<file path="config.mk">
export PLATFORM = sky130hd
export DESIGN_NAME = hazard_unit
export DESIGN_NICKNAME = d
export VERILOG_FILES = /design/src/rtl/hazard_pkg.sv /design/src/rtl/hazard_unit_fwd_sel.sv /design/src/rtl/hazard_unit.sv
export SDC_FILE = /design/constraint.sdc
export NUM_CORES = 1
export LEC_CHECK = 0
export CAP_MARGIN = 5
export CORE_UTILIZATION = 42
export CTS_BUF_LIST = sky130_fd_sc_hd__clkbuf_8
export CTS_CLUSTER_DIAMETER = 120
export DETAILED_ROUTE_END_ITERATION = 7
export PLACE_DENSITY_LB_ADDON = 0.3
export SLEW_MARGIN = 15
export SYNTH_ARGS = -nofsm -noshare
export SYNTH_HDL_FRONTEND = slang
export SYNTH_SLANG_ARGS = --single-unit
</file>
<file path="constraint.sdc">
create_clock -name CLK -period 2.8 [get_ports CLK]
set_clock_uncertainty 0.1 [all_clocks]
set_input_delay 0.56 -clock CLK [delete_from_list [all_inputs] [get_ports CLK]]
set_output_delay 0.56 -clock CLK [all_outputs]
set_load 0.01 [all_outputs]
</file>
<file path="src/rtl/hazard_pkg.sv">
// -----------------------------------------------------------------------------
// hazard_pkg
//   Shared definitions for the pipeline hazard controller.
//   - FWD_*      : operand-forwarding select encodings used on the Forward bus
//   - hz_state_t : state of the multi-cycle-operation busy FSM
// -----------------------------------------------------------------------------
package hazard_pkg;

    // Forward select encodings, one 2-bit field per EX source operand.
    localparam logic [1:0] FWD_RF  = 2'b00;  // operand comes from the register file
    localparam logic [1:0] FWD_WB  = 2'b01;  // bypass from the WB stage write data
    localparam logic [1:0] FWD_MEM = 2'b10;  // bypass from the MEM stage ALU result

    // Busy FSM: IDLE lets instructions flow, BUSY holds a multi-cycle op in EX.
    typedef enum logic {
        HZ_IDLE = 1'b0,
        HZ_BUSY = 1'b1
    } hz_state_t;

endpackage

</file>
<file path="src/rtl/hazard_unit_fwd_sel.sv">
// -----------------------------------------------------------------------------
// fwd_sel
//   Forwarding select for a single EX source operand. A stage only forwards
//   when it actually writes the register file and its destination is not x0.
//   The younger MEM stage wins over WB when both hold the register.
//
//   Ports
//     rs            in  AW  source register of the EX operand
//     rd_mem        in  AW  destination register in MEM
//     rd_wb         in  AW  destination register in WB
//     reg_write_mem in  1   MEM instruction writes the register file
//     reg_write_wb  in  1   WB instruction writes the register file
//     fwd           out 2   FWD_MEM / FWD_WB / FWD_RF
// -----------------------------------------------------------------------------
module fwd_sel
    import hazard_pkg::*;
#(
    parameter int AW = 5
) (
    input  logic [AW-1:0] rs,
    input  logic [AW-1:0] rd_mem,
    input  logic [AW-1:0] rd_wb,
    input  logic          reg_write_mem,
    input  logic          reg_write_wb,
    output logic [1:0]    fwd
);

    logic mem_hit;
    logic wb_hit;

    assign mem_hit = reg_write_mem && (rd_mem != '0) && (rs == rd_mem);
    assign wb_hit  = reg_write_wb  && (rd_wb  != '0) && (rs == rd_wb);

    always_comb begin
        fwd = FWD_RF;
        if (mem_hit) begin
            fwd = FWD_MEM;
        end else if (wb_hit) begin
            fwd = FWD_WB;
        end
    end

endmodule

</file>
<file path="src/rtl/hazard_unit.sv">
// -----------------------------------------------------------------------------
// hazard_unit
//   Hazard controller for the 5-stage pipeline: MEM/WB operand forwarding,
//   load-use stall detection, a busy FSM that keeps a multi-cycle ALU op in EX
//   for MC_LAT cycles, branch flushes and a saturating stall-cycle counter.
//
//   Parameters
//     AW      register-address width
//     NSRC    source operands per instruction (1..4)
//     MC_LAT  total EX occupancy of a multi-cycle op in cycles (>= 2)
//     CW      stall-counter width
//
//   Ports
//     CLK, RST           clock, asynchronous active-high reset
//     Rs_ID, Rs_used_ID  sources of the ID instruction and which are read
//     Rs_EX              sources of the EX instruction
//     Rd_EX/MEM/WB       destinations in EX, MEM, WB
//     MemRead_EX         EX instruction is a load
//     RegWrite_MEM/WB    MEM / WB instruction writes the register file
//     MC_start_EX        EX instruction is a multi-cycle op
//     Branch_taken_EX    taken branch/jump resolved in EX
//     Cnt_clr            synchronous clear of Stall_count
//     Forward            per-operand forwarding select, 2 bits each
//     Stall_front        hold PC and IF/ID
//     Flush_front        IF/ID loads a NOP
//     Bubble_EX          ID/EX loads a NOP
//     Hold_EX            ID/EX keeps its contents
//     Bubble_MEM         EX/MEM loads a NOP
//     MC_done            pulse in the final cycle of a multi-cycle op
//     Busy               FSM is in BUSY
//     Stall_count        saturating count of Stall_front cycles
//   All control outputs are combinational; every output reads 0 while RST=1.
// -----------------------------------------------------------------------------
module hazard_unit
    import hazard_pkg::*;
#(
    parameter int AW     = 5,
    parameter int NSRC   = 2,
    parameter int MC_LAT = 4,
    parameter int CW     = 16
) (
    input  logic                 CLK,
    input  logic                 RST,
    input  logic [NSRC*AW-1:0]   Rs_ID,
    input  logic [NSRC-1:0]      Rs_used_ID,
    input  logic [NSRC*AW-1:0]   Rs_EX,
    input  logic [AW-1:0]        Rd_EX,
    input  logic [AW-1:0]        Rd_MEM,
    input  logic [AW-1:0]        Rd_WB,
    input  logic                 MemRead_EX,
    input  logic                 RegWrite_MEM,
    input  logic                 RegWrite_WB,
    input  logic                 MC_start_EX,
    input  logic                 Branch_taken_EX,
    input  logic                 Cnt_clr,
    output logic [2*NSRC-1:0]    Forward,
    output logic                 Stall_front,
    output logic                 Flush_front,
    output logic                 Bubble_EX,
    output logic                 Hold_EX,
    output logic                 Bubble_MEM,
    output logic                 MC_done,
    output logic                 Busy,
    output logic [CW-1:0]        Stall_count
);

    localparam int              CNTW     = $clog2(MC_LAT);
    // The start cycle is the first of MC_LAT, and the cycle with cnt==0 is
    // the last, so BUSY is entered with MC_LAT-2 cycles still to hold.
    localparam logic [CNTW-1:0] CNT_LOAD = CNTW'(MC_LAT - 2);
    localparam logic [CW-1:0]   CNT_MAX  = '1;

    hz_state_t         state_reg;
    hz_state_t         state_next;
    logic [CNTW-1:0]   cnt_reg;
    logic [CNTW-1:0]   cnt_next;
    logic [CW-1:0]     stall_count_reg;
    logic [CW-1:0]     stall_count_next;

    logic [2*NSRC-1:0] fwd_raw;
    logic [NSRC-1:0]   lu_hit;

    logic is_busy;
    logic is_last;
    logic mc_hold;
    logic branch_act;
    logic load_use;
    logic lu_act;
    logic stall_raw;

    // ------------------------------------------------------------------
    // Per-operand forwarding and load-use compare
    // ------------------------------------------------------------------
    generate
        for (genvar gi = 0; gi < NSRC; gi++) begin : g_src
            fwd_sel #(
                .AW (AW)
            ) u_fwd_sel (
                .rs            (Rs_EX[gi*AW +: AW]),
                .rd_mem        (Rd_MEM),
                .rd_wb         (Rd_WB),
                .reg_write_mem (RegWrite_MEM),
                .reg_write_wb  (RegWrite_WB),
                .fwd           (fwd_raw[2*gi +: 2])
            );

            assign lu_hit[gi] = Rs_used_ID[gi] && (Rs_ID[gi*AW +: AW] == Rd_EX);
        end
    endgenerate

    // A load into x0 never creates a dependency.
    assign load_use = MemRead_EX && (Rd_EX != '0) && (|lu_hit);

    // ------------------------------------------------------------------
    // Stall / flush decisions
    // ------------------------------------------------------------------
    assign is_busy = (state_reg == HZ_BUSY);
    assign is_last = is_busy && (cnt_reg == '0);

    // The multi-cycle op holds EX from its start cycle until the cycle
    // before its last; in the last cycle the pipeline is released again.
    assign mc_hold = (!is_busy && MC_start_EX) || (is_busy && !is_last);

    // Branches are only honoured when EX is not being held; a start in the
    // same IDLE cycle takes precedence because mc_hold is already high.
    assign branch_act = Branch_taken_EX && !mc_hold;

    // Load-use only acts when EX is free to advance and no branch flushes
    // the offending instruction away anyway.
    assign lu_act = load_use && !mc_hold && !branch_act;

    assign stall_raw = mc_hold || lu_act;

    // ------------------------------------------------------------------
    // FSM and counters
    // ------------------------------------------------------------------
    always_comb begin
        state_next = state_reg;
        cnt_next   = cnt_reg;
        case (state_reg)
            HZ_IDLE: begin
                if (MC_start_EX) begin
                    state_next = HZ_BUSY;
                    cnt_next   = CNT_LOAD;
                end
            end
            HZ_BUSY: begin
                if (cnt_reg == '0) begin
                    state_next = HZ_IDLE;
                end else begin
                    cnt_next = cnt_reg - 1'b1;
                end
            end
            default: begin
                state_next = HZ_IDLE;
                cnt_next   = '0;
            end
        endcase
    end

    always_comb begin
        stall_count_next = stall_count_reg;
        if (Cnt_clr) begin
            stall_count_next = '0;
        end else if (stall_raw && (stall_count_reg != CNT_MAX)) begin
            stall_count_next = stall_count_reg + 1'b1;
        end
    end

    always_ff @(posedge CLK or posedge RST) begin
        if (RST) begin
            state_reg       <= HZ_IDLE;
            cnt_reg         <= '0;
            stall_count_reg <= '0;
        end else begin
            state_reg       <= state_next;
            cnt_reg         <= cnt_next;
            stall_count_reg <= stall_count_next;
        end
    end

    // ------------------------------------------------------------------
    // Outputs, all forced low while reset is applied
    // ------------------------------------------------------------------
    assign Forward     = RST ? '0 : fwd_raw;
    assign Stall_front = !RST && stall_raw;
    assign Flush_front = !RST && branch_act;
    assign Bubble_EX   = !RST && (branch_act || lu_act);
    assign Hold_EX     = !RST && mc_hold;
    assign Bubble_MEM  = !RST && mc_hold;
    assign MC_done     = !RST && is_last;
    assign Busy        = !RST && is_busy;
    assign Stall_count = stall_count_reg;

endmodule

</file>
==> impl_metrics.toml <==
[worst_setup_path]
worstSetupPathType = "input pin to primary output"
crit_path_start_kind = "input pin"
critPathSlowestCell = "or4_1"
worst_path_largest_cell_delay_ps = 550
critPathCaptureType = "primary output"
cpMostUsedCell = "or4_1"
arrival_ps = 2040
crit_family = "simple AND/OR/NAND/NOR gates"
worstPathCellList = "dlygate4sd2_1, or4_1, o211ai_1, or4_1, nor4_1, buf_2"
cp.buffers_inverters = 2
required_ps = 2140
worstPathMaxFanout = 3

[yosys]
synth_fa_ha_area_share_pct = 1.68
ys_types = 35
synth_compound_area_share_pct = 14.8
synthSimpleGateAreaFrac_pct = 25.1
syn-num-nets = 224
muxShareOfSynthArea_pct = 1.35
synth_top_family_by_area = "simple AND/OR/NAND/NOR gates"
synth_area_per_cell_sq_um = 8.40
netlist_instances = 177
synthXorXnorAreaFrac_pct = 18.8
synth-seq-cells = 19
ys_seq_area_share_pct = 32.0
yosysWarnings = 0
synth_area_sq_um = 1490

[cts]
cts_htree_levels = 1
cts_made_buffers = 3
cts.sinks = 19
postCtsHoldBufs = 0
clockBufferDepth = 2
cts_tree = "yes"
cts-root-buf = "clkbuf_8"
clk_latency_ps = 260
clkTransAtPathRegs_ps = 80

[grt]
grt_max_degree = 31
grt_pass1_wl_um = 6640
grt_util_all_layers_pct = 23.5
grt_overflow = 0
antenna_found_initial = 1
grt_pass1_vias = 1542

[finish]
largest_reg_flops = 16
drive_gt1_share_pct = 13.3
syn_to_final_growth_pct = 63.1
design_area_sq_um = 2430
layoutNonFillerInstCount = 311
final_nets = 312

[power_and_ir_drop]
vdd_drop_max_v = 0.000230
power_density_nw_per_um2 = 432
power_leakage_nw = 1.03

[detailed_routing]
wl_um = 4310
initialDrtViolationCount = 131
viasPerCell = 5.37
ant_nets = 0
vias = 1669
drc_errors = 0
wire_per_inst_um = 13.9
first_pass_iters = 4

[floorplanning]
initial_utilization_pct = 44.2
die-width_um = 61.5
dieArea_sq_um = 3780
die_y_um = 61.5
core_area_sq_um = 3360
io_pins = 72
rows = 21

[sta]
layout_setup_ws_ps = 103
hold_ws_ps = 309
hold_violations = 0
fmaxAchievable_mhz = 371
slew_violations = 0
min_period_ps = 2700
tightest_slew_ps = 585
setup_viol = 0
min_period_over_period_pct = 96.3
grt_setup_unrepaired = "no"
max_slew_margin_pct = 60.9

[placement]
dp_cells = 305
placed_cell_area_sq_um = 2360
place.gp.congestion = 0.766
dpl_worst_slack_ps = -565
port_buffers = 71
hpwl_um = 3370

[hold_path]
hold_path_class = "input pin to async pin"

[run_status]
outcome = "completed"

[flow_run]
drv_cap = 0
## cell families (layout without fill, tap and decap cells)
group | count (synthesis) | count (layout)
muxes | 2 | 2
xor gates and xnor gates | 32 | 32
adders and majority gates | 2 | 2
other | 0 | 1
AOI/OAI and AO/OA | 37 | 37
buffers and inverters | 17 | 104
DFF | 19 | 19
and+or+nand+nor | 68 | 68
## cell usage in the layout, fill, tap and decap left out, types with 2 or more instances in the layout
master / instances
clkdlybuf4s50_1: 44
xnor2_1: 23
dfrtp_1: 19
buf_4: 18
a21oi_1: 14
nand3_1: 12
dlygate4sd2_1: 12
dlymetal6s2s_1: 11
nand2_1: 9
o21ai_0: 9
or3_1: 9
xor2_1: 9
inv_1: 8
nor2_1: 7
or4_1: 7
nor3_1: 6
o31ai_1: 6
nand4_1: 5
nor4_1: 4
buf_2: 4
clkbuf_8: 3
and3_1: 2
or4_4: 2
o21ai_2: 2
mux2i_1: 2
and2_1: 2
ha_1: 2
## path summary, 6_finish.rpt
check / depth (start not counted) / to / slack, ps / from
min reg2reg: 2 / cnt_reg[1] / 450 / cnt_reg[1]
max: 6 / Forward[2] / 100 / Rd_WB[4]
min in group CLK: 2 / cnt_reg[1] / 450 / cnt_reg[1]
min: 3 / Stall_count[13] / 310 / RST
max reg2reg: 8 / Stall_count[8] / 590 / Stall_count[0]
max in group asynchronous: 3 / Stall_count[4] / 2070 / RST
## synth_stat cells
cell      number  share of area [%]
xnor2_1       23                 14
dfrtp_1       19                 32
a21oi_1       14                4.7
nand3_1       12                4.0
o21ai_0       10                3.4
inv_1          9                2.3
nand2_1        9                2.3
or3_1          9                3.8
or4_1          9                4.5
xor2_1         9                5.3
nor2_1         7                1.8
nor3_1         6                2.0
o31ai_1        6                3.0
nand4_1        5                2.1
nor4_1         4                1.7
clkbuf_1       3               0.76
and2_1         2               0.84
and3_1         2               0.84
ha_1           2                1.7
mux2i_1        2                1.3
a211oi_1       1               0.50
a21oi_2        1               0.59
a32oi_1        1               0.59
buf_1          1               0.25
buf_12         1                1.3
buf_2          1               0.34
buf_4          1               0.50
buf_6          1               0.76
nand2b_1       1               0.42
nor2b_1        1               0.42
o211ai_1       1               0.50
o21a_1         1               0.50
o21ai_2        1               0.59
o22ai_1        1               0.42
or2_0          1               0.42
## metrics by stage
stage / utilization [%] / setup TNS [ps] / total power (W)
after CTS: 71.2 / 0 / 0.00106
final: 72.1 / 0 / 0.00105
after detailed placement: 70.1 / -2520 / 0.000868
after global routing: 72.1 / 0 / 0.00112
after global placement: 70.1 / -2350 / 0.000853
after floorplan: - / 0 / 0.000652
## tightest hold or removal path, cell delays in order
cell and delay, ps:
dlymetal6s2s_1 160, clkinvlp_4 80, buf_4 250
## report_power, final
| group | internal [W] | total, W | switching, W |
|---|---|---|---|
| logic | 0.000265 | 0.000512 | 0.000247 |
| clock network | 0.0000988 | 0.000192 | 0.0000928 |
| registers | 0.000309 | 0.000344 | 0.0000353 |
| total | 0.000673 | 0.00105 | 0.000375 |
## timing repair
action                     4_1_cts  5_1_grt
setup buffers                    0        1
pin swaps                        6       11
setup endpoints to repair        6        4
gates resized for setup         36       12
## area by class of cell
type | instances | area [sq um]
clock inverters | 1 | 5.00
multi-input cells | 141 | 937
diodes | 1 | 2.50
fillers | 298 | 937
clock buffers | 3 | 41.3
repair buffers | 91 | 870
flip-flops and latches | 19 | 475
inverters | 9 | 37.5
well taps | 46 | 57.6
## metal layers
metal  up-vias  GRT usage, %  routed length (um)
met5         -             0                   0
met4         0          6.67                  29
met2        70          40.1                2190
met1       779          28.6                1800
met3         4          6.93                 299
li1        816             -                   -
Power figures use the tool's default switching activity.
